File: src/rtl/wb_retire.sv
// Writeback/retire stage: in-order result FIFO driving the regfile write port.
// Optional decode forwarding from pending results when WB_BYPASS_EN is defined.
module wb_retire #(
  parameter int DEPTH = 4,
  parameter int AW    = 6,
  parameter int DW    = 32
) (
  input  logic                     clk,
  input  logic                     rst,
  input  logic                     in_valid,
  output logic                     in_ready,
  input  logic                     in_regwrite,
  input  logic                     in_memtoreg,
  input  logic [AW-1:0]            in_rd,
  input  logic [DW-1:0]            in_alu,
  input  logic [DW-1:0]            in_mem,
  input  logic                     wb_hold,
  output logic                     rw,
  output logic [DW-1:0]            wd,
  output logic [AW-1:0]            rdi,
  input  logic [AW-1:0]            rs_a,
  input  logic [AW-1:0]            rs_b,
  output logic                     fwd_a_hit,
  output logic [DW-1:0]            fwd_a_data,
  output logic                     fwd_b_hit,
  output logic [DW-1:0]            fwd_b_data,
  output logic [$clog2(DEPTH):0]   count
);

  localparam int PW = $clog2(DEPTH);
  localparam int CW = PW + 1;

  logic [AW-1:0] q_rd [DEPTH];
  logic [DW-1:0] q_d  [DEPTH];
  logic [PW-1:0] wptr, rptr;
  logic [CW-1:0] cnt;
  logic          push, pop;

  assign count    = cnt;
  assign in_ready = (cnt != CW'(DEPTH));
  assign push     = in_valid & in_ready & in_regwrite;
  assign pop      = (cnt != '0) & ~wb_hold;

  always_ff @(posedge clk or posedge rst) begin
    if (rst) begin
      wptr <= '0;
      rptr <= '0;
      cnt  <= '0;
      rw   <= 1'b0;
      wd   <= '0;
      rdi  <= '0;
    end else begin
      if (push) wptr <= wptr + 1'b1;
      if (pop)  rptr <= rptr + 1'b1;
      if (push && !pop)      cnt <= cnt + 1'b1;
      else if (pop && !push) cnt <= cnt - 1'b1;
      rw <= pop;
      if (pop) begin
        wd  <= q_d[rptr];
        rdi <= q_rd[rptr];
      end
    end
  end

  // Storage needs no reset: occupancy alone decides what is valid.
  always_ff @(posedge clk) begin
    if (push) begin
      q_rd[wptr] <= in_rd;
      q_d[wptr]  <= in_memtoreg ? in_mem : in_alu;
    end
  end

`ifdef WB_BYPASS_EN
  logic [PW-1:0] idx;

  // Oldest first so the newest (tail-most) match overwrites; output reg lowest.
  always_comb begin
    idx        = '0;
    fwd_a_hit  = rw && (rdi == rs_a);
    fwd_a_data = fwd_a_hit ? wd : '0;
    fwd_b_hit  = rw && (rdi == rs_b);
    fwd_b_data = fwd_b_hit ? wd : '0;
    for (int k = 0; k < DEPTH; k++) begin
      idx = rptr + PW'(k);
      if (CW'(k) < cnt) begin
        if (q_rd[idx] == rs_a) begin
          fwd_a_hit  = 1'b1;
          fwd_a_data = q_d[idx];
        end
        if (q_rd[idx] == rs_b) begin
          fwd_b_hit  = 1'b1;
          fwd_b_data = q_d[idx];
        end
      end
    end
  end
`else
  logic unused_rs;
  assign unused_rs  = ^{rs_a, rs_b};
  assign fwd_a_hit  = 1'b0;
  assign fwd_a_data = '0;
  assign fwd_b_hit  = 1'b0;
  assign fwd_b_data = '0;
`endif

endmodule

File: config.mk
export PLATFORM = sky130hd
export DESIGN_NAME = wb_retire
export DESIGN_NICKNAME = d
export VERILOG_FILES = /design/src/rtl/wb_retire.sv
export SDC_FILE = /design/constraint.sdc
export NUM_CORES = 1
export LEC_CHECK = 0
export CAP_MARGIN = 20
export CORE_MARGIN = 2
export CORE_UTILIZATION = 55
export CTS_BUF_LIST = sky130_fd_sc_hd__clkbuf_4
export CTS_CLUSTER_SIZE = 20
export DETAILED_ROUTE_END_ITERATION = 6
export GPL_TIMING_DRIVEN = 1
export PLACE_DENSITY = 0.87
export SLEW_MARGIN = 20
export SYNTH_ARGS = -nofsm -noshare
export SYNTH_HDL_FRONTEND = slang
export SYNTH_SLANG_ARGS = --single-unit
export TNS_END_PERCENT = 5
File: constraint.sdc
create_clock -name clk -period 6.5 [get_ports clk]
set_input_delay 0.975 -clock clk [delete_from_list [all_inputs] [get_ports clk]]
set_output_delay 0.975 -clock clk [all_outputs]
set_load 0.03 [all_outputs]
==> After elaboration in Yosys (flattened, before gate mapping) <==
Memory sizes are Yosys's and may differ from the RTL's. A register that Yosys moved wholly into a read port is not among the register bits.
Index checks and enable logic that the tools add are counted.
{ "word_totals": {"reg_bits": 8, "latchBits": 0, "mem_bits_rw": 152, "romBits": 0, "input_bits": 88, "out_inout_bits": 109, "word_cells": 26, "n_memories": 2} }
{ "classes": {"add_sub_neg": 4, "mul": 0, "div": 0, "magnitude_cmp": 0, "eq_ne": 1, "shift": 0, "muxes": 5, "bitwise": 4, "reduce_logical": 6} }
{ "memory_table": {"columns": ["memory", "words", "word_bits", "rd", "rd_clocked_by_memory_dff", "write_ports", "line", "source"], "rows": [
  ["q_d", 4, 32, 1, 1, 1, "34", "logic [DW-1:0] q_d [DEPTH];"],
  ["q_rd", 4, 6, 1, 1, 1, "33", "logic [AW-1:0] q_rd [DEPTH];"]
]} }
{ "ops": {"columns": ["operator", "n"], "rows": [
  ["32-bit 2-to-1 mux", 1],
  ["3-bit 2-to-1 mux", 2],
  ["2-bit by 1-bit adder with 2-bit output (second input constant)", 2],
  ["3-bit by 1-bit adder with 3-bit output (second input constant)", 1],
  ["1-bit bitwise AND", 3],
  ["3-bit inequality test (second input constant)", 1],
  ["3-bit nonzero test", 1],
  ["3-bit by 1-bit subtractor with 3-bit output (second input constant)", 1],
  ["1-bit logical AND", 2],
  ["1-bit zero test", 2],
  ["1-bit 2-to-1 mux", 2],
  ["2-bit nonzero test", 1],
  ["1-bit inverter", 1]
]} }

==> Longest topological paths before layout <==
Gate-level depths: netlist of the first run.
{ "logic_depth": {"word_depth": 7, "mapped_depth": 10, "ltp_nobuf": 9} }

==> Least setup slack after synthesis of the first run <==
Ideal clock, no wire load.
{ "synth_timing": {"path_type": "input -> register", "start": "in in_regwrite", "end": "mem q_d[0][0], enable pin", "setup_time_ns": 0.399, "arrival_ns": 2.335, "required_ns": 6.101, "slack_ns": 3.766, "stages": 3, "path_buffers": 0, "path_cell_list": "nand2_1 > a21oi_1 > and2_1"} }
{ "synth_via": {"elab_chain_cells": 3} }
{ "synth_lines": {"columns": ["item", "line", "source"], "rows": [
  ["from (decl)", "12", "input logic in_regwrite,"],
  ["1-bit bitwise AND", "41", "assign push = in_valid & in_ready & in_regwrite;"],
  ["net push", "37", "logic push, pop;"],
  ["1-bit 2-to-1 mux", "67", "if (push) begin"],
  ["1-bit 2-to-1 mux", "69", "q_d[wptr] <= in_memtoreg ? in_mem : in_alu;"],
  ["to (decl)", "34", null]
]} }
The timed path passes the listed nets, and every way through them passes these cells.

==> Final worst setup path of the first run <==
{ "layout_timing": {"start": "reg cnt[0] (netlist: count[0])", "end": "out in_ready"} }
{ "layout_via": {"elab_chain_cells": 1} }
{ "layout_lines": {"columns": ["item", "line", "source"], "rows": [
  ["from (decl)", "36", "logic [CW-1:0] cnt;"],
  ["from (signal assigned)", "55", "if (push && !pop) cnt <= cnt + 1'b1;"],
  ["from (signal assigned)", "56", "else if (pop && !push) cnt <= cnt - 1'b1;"],
  ["3-bit inequality test", "40", "assign in_ready = (cnt != CW'(DEPTH));"],
  ["to (decl)", "11", "output logic in_ready,"]
]} }
Every way passes these cells.

==> flow_metrics.tcl, run 1 <==
set metrics [dict create \
    status "complete, no violations" \
    synth.distinct_cells 22 \
    worst-path-max-fanout 5 \
    leakagePower_nw 3.41 \
    gp_congestion 0.688 \
    synth.most_common_cell "edfxtp_1" \
    maxCapViolations 0 \
    synth-edff-count 152 \
    htree_levels 4 \
    cts_hold_buf 0 \
    cts_tree "built" \
    critPathRequiredTime_ns 5.52 \
    postCtsResizedCells 0 \
    synth_common_cells "152 x edfxtp_1, 67 x mux2_2, 66 x buf_4" \
    max-vdd-ir-drop_mv 0.357 \
    async_flop_share_pct 23.2 \
    hp-class "flip-flop to flip-flop" \
    layout_min_cycle_time_ns 2.85 \
    antenna_left 0 \
    io_buffers 118 \
    ioPinCount 197 \
    power.switching_mw 1.26 \
    post-dp-hpwl_um 8490 \
    finalSetupTns_ns 0 \
    path_class "flip-flop to output pin" \
    synth_top_flop_cell "edfxtp_1" \
    tightest_slew_ns 1.07 \
    yosysSeqAreaShare_pct 69.5 \
    grt_pass1_vias 4129 \
    routed_wl_um 14000 \
    layout.nets 637 \
    post-route-period-util_pct 43.9 \
    synth_warnings 0 \
    drt_iter0_drc 250 \
    crit_path_start_kind "flip-flop" \
    max_freq_mhz 350 \
    ys_ff_latch 198 \
    cts_max_path_buffers 2 \
    seqPwrFrac_pct 48.2 \
    cts_buffers 17 \
    drc_errors 0 \
    switching_share_pct 33.2 \
    internal-power_mw 2.52 \
    post-place-ws_ns 3.15 \
    clk_pin_slew_ns 0.15 \
    worst_setup_path_end_kind "output pin" \
    yosysTopAreaCell "edfxtp_1" \
    slew_violations 0 \
    cts.sinks 198 \
    drive_gt1_share_pct 27.2 \
    timing.final.ws_setup_ns 3.65 \
    synth_area_leaders "edfxtp_1 56%, dfrtp_1 14%, mux4_2 10%, mux2_2 9.2%, buf_4 6.0%" \
    die_area_um2 15900 \
    pwr-share-comb_pct 35.9 \
    coreArea_um2 14600 \
    rsz0062_at_grt "false" \
    grt_pass1_wl_um 21800 \
    syn_to_final_growth_pct 16.3 \
    pwr-share-clk_pct 15.9 \
    netlist_area_um2 8220 \
    firstDrtPassIters 4 \
    grt_util_all_layers_pct 18.4 \
    worstPathArrival_ns 1.88 \
    dieWidth_um 126 \
    finalClockSkew_ns 0.0289 \
    fin_util_pct 65.5 \
    cts_setup_buffers 0 \
    synth_top_area_share_pct 55.5 \
    final_hold_viol_count 0 \
    vias 3945 \
    start_util_pct 56.3 \
    power.density_nw_per_um2 396 \
    num_rows 44 \
    worstSkewPairLatency_ns 0.57 \
    setup_viol_count_final 0 \
    grt_max_degree 47 \
    grt_overflow 0 \
    synth_cells 421 \
    antenna_cells 0 \
    cts-root-buf "clkbuf_4" \
    dieHeight_um 126 \
    n_fill_cell 960 \
    antenna_found_initial 0 \
    slew_headroom_pct 28.6 \
    viasPerCell 5.33 \
    wire_per_inst_um 18.9 \
    syn_avg_cell_area_um2 19.5 \
]
[layout make-up]
type	count	area [um2]	share of cell area, %
Inverter	5	18.8	0.196
Tap cell	184	230	2.41
Multi-Input combinational cell	200	2140	22.3
Timing Repair Buffer	121	1200	12.5
Clock inverter	11	104	1.09
Sequential cell	198	5720	59.8
Clock buffer	21	158	1.65
[path summary, 6_finish.rpt]
| kind | startpoint | to | slack, ns | depth (start not counted) |
|---|---|---|---|---|
| worst max-delay path | count[0] | in_ready | 3.65 | 3 |
| worst min-delay path | wd[1] | wd[1] | 0.53 | 1 |
| worst max register to register | count[0] | q_d[2][1] | 3.99 | 3 |
| worst min register to register | wd[1] | wd[1] | 0.53 | 1 |
| max in group asynchronous | rst | rptr[0] | 5.06 | 3 |
| min in group asynchronous | rst | wd[13] | 0.90 | 3 |
[power groups by stage]
stage / Clock, mW / Combinational [mW] / Sequential (mW)
2_1_floorplan: 0 / 0.766 / 2.02
3_3_place_gp: 0 / 1.33 / 1.85
3_5_place_dp: 0 / 1.37 / 1.86
4_1_cts: 0.615 / 1.38 / 1.83
5_1_grt: 0.661 / 1.44 / 1.86
6_report: 0.600 / 1.36 / 1.82
[cell usage in the layout, fill, tap and decap left out, types with 3 or more instances in the layout]
cell and instances:
and2_2 3, buf_4 3, clkbuf_4 21, clkdlybuf4s50_1 117
clkinv_4 4, conb_1 66, dfrtp_1 44, edfxtp_1 152
ha_1 5, inv_1 4, mux2_2 67, mux2_4 3
mux4_2 38, xor2_1 4
[critical path, stage by stage, from the launching register on]
cell             delay, ns
dfrtp_1               0.50
nor2_1                0.08
nand2_1               0.07
clkdlybuf4s50_1       0.66
[through the flow]
stage	hold slack (ns)	power, mW	instance area [um2]	instances
after floorplan	0.534	2.78	8460	486
after global placement	0.492	3.18	9300	708
after detailed placement	0.498	3.23	9300	708
after CTS	0.532	3.83	9560	740
after global routing	0.543	3.96	9560	740
final	0.525	3.78	9560	740
[kinds of logic after synthesis]
group / after synthesis / synth area share (%)
compound gates: 1 / 0.0608
mux: 110 / 20.4
other cells: 1 / 0.0456
buf+inv: 88 / 7.63
flops: 198 / 69.5
xor+xnor: 6 / 0.639
fa+ha+maj: 6 / 1.00
simple gates: 11 / 0.685
[sequential cells by signal (all words and copies together), names as in the netlist]
signal,count
count,3
q_d,128
q_rd,24
rdi,6
rptr,2
rw,1
wd,32
wptr,2
[metal layers]
layer  vias to the layer above  track usage, %  routed length [um]
met2                       181            31.5                7340
li1                       1733               -                   -
met3                        27            4.04                 682
met1                      2004            23.1                5710
met5                         -               0                   0
met4                         0            6.92                 243
(Power assumes the default switching activity.)
==> run 2, diff against run 1 <==
--- a/config.mk
+++ b/config.mk
@@ -7,12 +7,12 @@
 export LEC_CHECK = 0
 export CAP_MARGIN = 20
 export CORE_MARGIN = 2
-export CORE_UTILIZATION = 55
+export CORE_UTILIZATION = 51
 export CTS_BUF_LIST = sky130_fd_sc_hd__clkbuf_4
 export CTS_CLUSTER_SIZE = 20
 export DETAILED_ROUTE_END_ITERATION = 6
 export GPL_TIMING_DRIVEN = 1
-export PLACE_DENSITY = 0.87
+export PLACE_DENSITY = 0.82
 export SLEW_MARGIN = 20
 export SYNTH_ARGS = -nofsm -noshare
 export SYNTH_HDL_FRONTEND = slang
==> constraint.sdc (replaced) <==
create_clock -name clk -period 2.97 [get_ports clk]
set_input_delay 0.4455 -clock clk [delete_from_list [all_inputs] [get_ports clk]]
set_output_delay 0.4455 -clock clk [all_outputs]
set_load 0.03 [all_outputs]
==> run 2 against run 1 <==
Die area increased by 7.6%. Cell count increased by 5.1%. Routed wire length about the same. Hold slack got worse by 0.25 ns. Sequential cell count unchanged. Via count decreased by 0.30%. First-iteration DRC count decreased by 11%. Clock skew decreased by 0.0081 ns. Core utilization decreased by 4.2 points. Register-to-register slack got worse by 3.1 ns. Cell area increased by 1.6%. Global-route usage decreased by 0.59 points. Critical endpoint unchanged. Largest cell class unchanged. Highest routed layer unchanged.
==> flow_metrics.tcl, run 2 (synthesis gave the netlist of run 1 again) <==
set metrics [dict create \
    power.density_nw_per_um2 857 \
    maxCapViolations 0 \
    r2r-start "count[0]" \
    syn_to_final_growth_pct 18.2 \
    grt_max_degree 41 \
    internal-power_mw 5.55 \
    max-vdd-ir-drop_mv 0.469 \
    antenna_cells 0 \
    seqCellArea_um2 5720 \
    total_power_mw 8.32 \
    finalClockSkew_ns 0.0209 \
    slew_headroom_pct 43.6 \
    n_fill_cell 1139 \
    pwr-share-clk_pct 15.5 \
    largest_reg_flops 128 \
    final_cell_mix "152 x edfxtp_1, 117 x clkdlybuf4s50_1, 67 x mux2_2" \
    grt_util_all_layers_pct 17.8 \
    top_regs "q_d (128), wd (32), q_rd (24)" \
    cts_max_path_buffers 2 \
    r2r_end "count[2]" \
    pwr-share-comb_pct 36.9 \
    worst_setup_path_end_kind "output pin" \
    reg2reg_slack_ns 0.85 \
    hold_ws_ns 0.271 \
    gp_congestion 0.689 \
    layout.nets 643 \
    final_cell_area_um2 9720 \
    r2r_cells 9 \
    final_hold_viol_count 0 \
    post-dp-hpwl_um 9100 \
    seqPwrFrac_pct 47.6 \
    hp-class "input port to async pin" \
    start_util_pct 51.9 \
    io_buffers 118 \
    htree_levels 4 \
    status "complete, no violations" \
    die_area_um2 17200 \
    max_freq_mhz 430 \
    placed_area_um2 9460 \
    rsz0062_at_grt "false" \
    worstSkewPairLatency_ns 0.55 \
    grt_pass1_wl_um 22200 \
    path_class "flip-flop to output pin" \
    layout_min_cycle_time_ns 2.32 \
    setup_viol_count_final 0 \
    tightest_slew_ns 0.846 \
    wire_per_inst_um 18.0 \
    clk_pin_slew_ns 0.15 \
    critPathRequiredTime_ns 2.52 \
    dpl.cell_count 746 \
    antenna_found_initial 0 \
    switching_share_pct 33.4 \
    num_rows 46 \
    leakagePower_nw 3.45 \
    vias 3933 \
    cts_hold_buf 0 \
    final_common_cell "edfxtp_1" \
    crit_path_start_kind "flip-flop" \
    cts_buffers 17 \
    worstPathArrival_ns 1.88 \
    power.switching_mw 2.78 \
    finalSetupTns_ns 0 \
    grt_pass1_vias 4205 \
    worst-path-max-fanout 5 \
    grt_overflow 0 \
    multi_input_area_um2 2130 \
    drive_gt1_share_pct 27.4 \
    viasPerCell 5.06 \
    cts-root-buf "clkbuf_4" \
    cts_setup_buffers 0 \
    cts_tree "built" \
    post-route-period-util_pct 78.2 \
    max_flop_register "q_d" \
    dieWidth_um 131 \
    antenna_left 0 \
    firstDrtPassIters 4 \
    dieHeight_um 131 \
    drt_iter0_drc 222 \
    ioPinCount 197 \
    slew_violations 0 \
    drc_errors 0 \
    cts.sinks 198 \
    coreArea_um2 15800 \
    routed_wl_um 14000 \
    postCtsResizedCells 0 \
    layoutNonFillerInstCount 778 \
]
## run 2: cell count changes in the layout (fill, tap and decap cells not counted), moves of 2 or more
cell      previous run  this run
buf_12               0         6
clkinv_1             1         4
clkbuf_4            21        19
inv_6                2         0
## run 2: cell type report
| class | instances | share of cell area (%) |
|---|---|---|
| repair buffers | 127 | 13.6 |
| flip-flops and latches | 198 | 58.9 |
| multi-input cells | 200 | 22.0 |
| well taps | 216 | 2.78 |
| inverters | 5 | 0.193 |
| clock inverters | 13 | 1.15 |
| clock buffers | 19 | 1.47 |
## run 2: worst max-delay path by stage
stage           startpoint        end  depth (start not counted)
2_1_floorplan     count[0]  q_d[0][0]                          3
3_3_place_gp   in_regwrite   count[2]                         10
3_5_place_dp   in_regwrite   count[2]                         10
4_1_cts           count[0]   in_ready                          3
5_1_grt           count[0]   in_ready                          3
6_report          count[0]   in_ready                          3
## run 2: stage by stage
step           util [%]  setup WS [ns]
2_1_floorplan         -          0.536
3_3_place_gp       59.8          0.627
3_5_place_dp       59.8          0.568
4_1_cts            61.4          0.593
5_1_grt            61.4          0.514
6_report           61.4          0.646
## run 2: worst max-delay path: stages (launching register included)
cell and delay (ns):
dfrtp_1 0.48, nor2_1 0.09, nand2_1 0.08, clkdlybuf4s50_1 0.68
## run 2: metal layers
layer | global-route usage [%] | wire, um | vias up
li1 | - | - | 1739
met1 | 22.3 | 5690 | 2012
met2 | 31.1 | 7420 | 167
met3 | 3.75 | 690 | 15
met4 | 5.82 | 177 | 0
met5 | 0 | 0 | -
## run 2: power by group through the flow
stage | Clock (mW) | Sequential (mW) | Combinational (mW)
after floorplan | 0 | 4.41 | 1.68
after global placement | 0 | 4.01 | 3.02
after detailed placement | 0 | 4.04 | 3.10
after CTS | 1.34 | 3.98 | 3.12
after global routing | 1.46 | 4.04 | 3.28
final | 1.29 | 3.96 | 3.07
==> run 3, diff against run 2 <==
--- a/config.mk
+++ b/config.mk
@@ -7,12 +7,12 @@
 export LEC_CHECK = 0
 export CAP_MARGIN = 20
 export CORE_MARGIN = 2
-export CORE_UTILIZATION = 51
+export CORE_UTILIZATION = 46
 export CTS_BUF_LIST = sky130_fd_sc_hd__clkbuf_4
 export CTS_CLUSTER_SIZE = 20
 export DETAILED_ROUTE_END_ITERATION = 6
 export GPL_TIMING_DRIVEN = 1
-export PLACE_DENSITY = 0.82
+export PLACE_DENSITY = 0.78
 export SLEW_MARGIN = 20
 export SYNTH_ARGS = -nofsm -noshare
 export SYNTH_HDL_FRONTEND = slang
==> constraint.sdc (replaced) <==
create_clock -name clk -period 2.1 [get_ports clk]
set_input_delay 0.315 -clock clk [delete_from_list [all_inputs] [get_ports clk]]
set_output_delay 0.315 -clock clk [all_outputs]
set_load 0.03 [all_outputs]
==> run 3 against run 2 <==
Sequential share of layout area down 1.4 points. Sequential power rose by 38%. Clock power increased by 70%. Total power grew 48%. Count of clock-buffer cells in the layout up 1.
==> flow_metrics.tcl, run 3 (synthesis gave the netlist of run 1 again) <==
set metrics [dict create \
    status "complete, no violations" \
    r2r-start "count[1]" \
    crit_slowest_cell "dfrtp_1" \
    num_rows 48 \
    io_buffers 118 \
    slew_violations 0 \
    layout.nets 658 \
    vias 3939 \
    cts_setup_buffers 0 \
    crit_family "adder cells" \
    gp_congestion 0.731 \
    max-vdd-ir-drop_mv 0.671 \
    post-place-ws_ns -0.121 \
    viasPerCell 4.91 \
    ioPinCount 197 \
    largest_reg_flops 128 \
    r2r_cells 9 \
    wire_per_inst_um 17.8 \
    internal-power_mw 8.34 \
    seqPwrFrac_pct 44.5 \
    firstDrtPassIters 5 \
    worst-path-max-fanout 4 \
    cts_hold_buf 0 \
    final_cell_mix "152 x edfxtp_1, 113 x clkdlybuf4s50_1, 67 x mux2_2" \
    cts_tree "built" \
    coreArea_um2 17400 \
    hold_ws_ns 0.102 \
    placed_area_um2 9620 \
    pwr-share-comb_pct 37.7 \
    slew_headroom_pct 56.9 \
    rsz0062_at_grt "true" \
    routed_wl_um 14300 \
    power.switching_mw 3.94 \
    antenna_found_initial 0 \
    final_hold_viol_count 0 \
    worstPathArrival_ns 2.49 \
    postCtsResizedCells 3 \
    drc_errors 0 \
    total_power_mw 12.3 \
    grt_overflow 0 \
    r2r_end "count[2]" \
    post-dp-hpwl_um 9430 \
    cp_cell_sequence "buf_4 > nor2_1 > a21oi_1 > ha_1 > inv_1 > fa_1 > xor2_1 > nor2_1 > xor2_1" \
    grt_max_degree 47 \
    die_area_um2 19000 \
    critical_path_buf_inv_count 2 \
    drt_iter0_drc 173 \
    pwr-share-clk_pct 17.8 \
    syn_to_final_growth_pct 21.0 \
    dieHeight_um 138 \
    max_flop_register "q_d" \
    cts_buffers 17 \
    antenna_cells 0 \
    cts.sinks 198 \
    clk_pin_slew_ns 0.15 \
    grt_pass1_wl_um 21600 \
    max_freq_mhz 501 \
    antenna_left 0 \
    worst_setup_path_end_kind "flip-flop" \
    cts-root-buf "clkbuf_4" \
    tightest_slew_ns 0.647 \
    drive_gt1_share_pct 30.0 \
    critPathRequiredTime_ns 2.59 \
    dieWidth_um 138 \
    grt_util_all_layers_pct 15.9 \
    htree_levels 4 \
    hp-class "input port to async pin" \
    leakagePower_nw 3.58 \
    layout_min_cycle_time_ns 1.99 \
    slowest_delay_ns 0.40 \
    switching_share_pct 32.1 \
    top_regs "q_d (128), wd (32), q_rd (24)" \
    final_cell_area_um2 9950 \
    grt_pass1_vias 4066 \
    reg2reg_slack_ns 0.11 \
    final_common_cell "edfxtp_1" \
    power.density_nw_per_um2 1230 \
    cts_max_path_buffers 2 \
    maxCapViolations 0 \
    fin_util_pct 57.3 \
    start_util_pct 47.4 \
    worstSkewPairLatency_ns 0.57 \
    crit_path_start_kind "flip-flop" \
    post-route-period-util_pct 95.0 \
    finalClockSkew_ns 0.0218 \
    timing.final.ws_setup_ns 0.105 \
    path_class "flip-flop to flip-flop" \
    setup_viol_count_final 0 \
]
## run 3: tightest hold or removal path, delay by kind of cell
| kind | cells | cell delay [ns] |
|---|---|---|
| buf+inv | 3 | 0.76 |
## run 3: worst max path at each step
| stage | from | endpoint | slack, ns | cells after the start |
|---|---|---|---|---|
| 2_1_floorplan | count[0] | q_d[0][0] | -0.33 | 3 |
| 3_3_place_gp | in_valid | count[2] | 0.02 | 9 |
| 3_5_place_dp | in_valid | count[2] | -0.12 | 9 |
| 4_1_cts | count[2] | count[2] | 0.01 | 1 |
| 5_1_grt | count[0] | count[2] | -0.07 | 9 |
| 6_report | count[1] | count[2] | 0.11 | 9 |
## run 3: area by class of cell
cell class | count | area [um2]
multi-input cells | 200 | 2140
repair buffers | 142 | 1460
well taps | 225 | 282
inverters | 5 | 18.8
clock inverters | 12 | 174
flip-flops and latches | 198 | 5720
fillers | 1304 | 7410
clock buffers | 20 | 150
## run 3: power groups by stage
stage / clock network, mW / registers [mW] / logic, mW
6_report: 2.19 / 5.46 / 4.63
5_1_grt: 2.39 / 5.56 / 4.93
4_1_cts: 2.25 / 5.48 / 4.71
3_5_place_dp: 0 / 5.56 / 4.72
3_3_place_gp: 0 / 5.52 / 4.59
2_1_floorplan: 0 / 6.24 / 2.37
## run 3: per-stage QoR
step / TNS, ns / instances
4_1_cts: 0 / 802
5_1_grt: -0.0662 / 802
2_1_floorplan: -38.34 / 486
6_report: 0 / 802
3_3_place_gp: 0 / 770
3_5_place_dp: -0.162 / 770
## run 3: routing by layer
metal	GRT usage, %	wire length, um	vias to the layer above
li1	-	-	1770
met1	19.6	5840	1987
met2	27.2	7490	163
met3	4.53	790	19
met4	4.52	182	0
met5	0	0	-
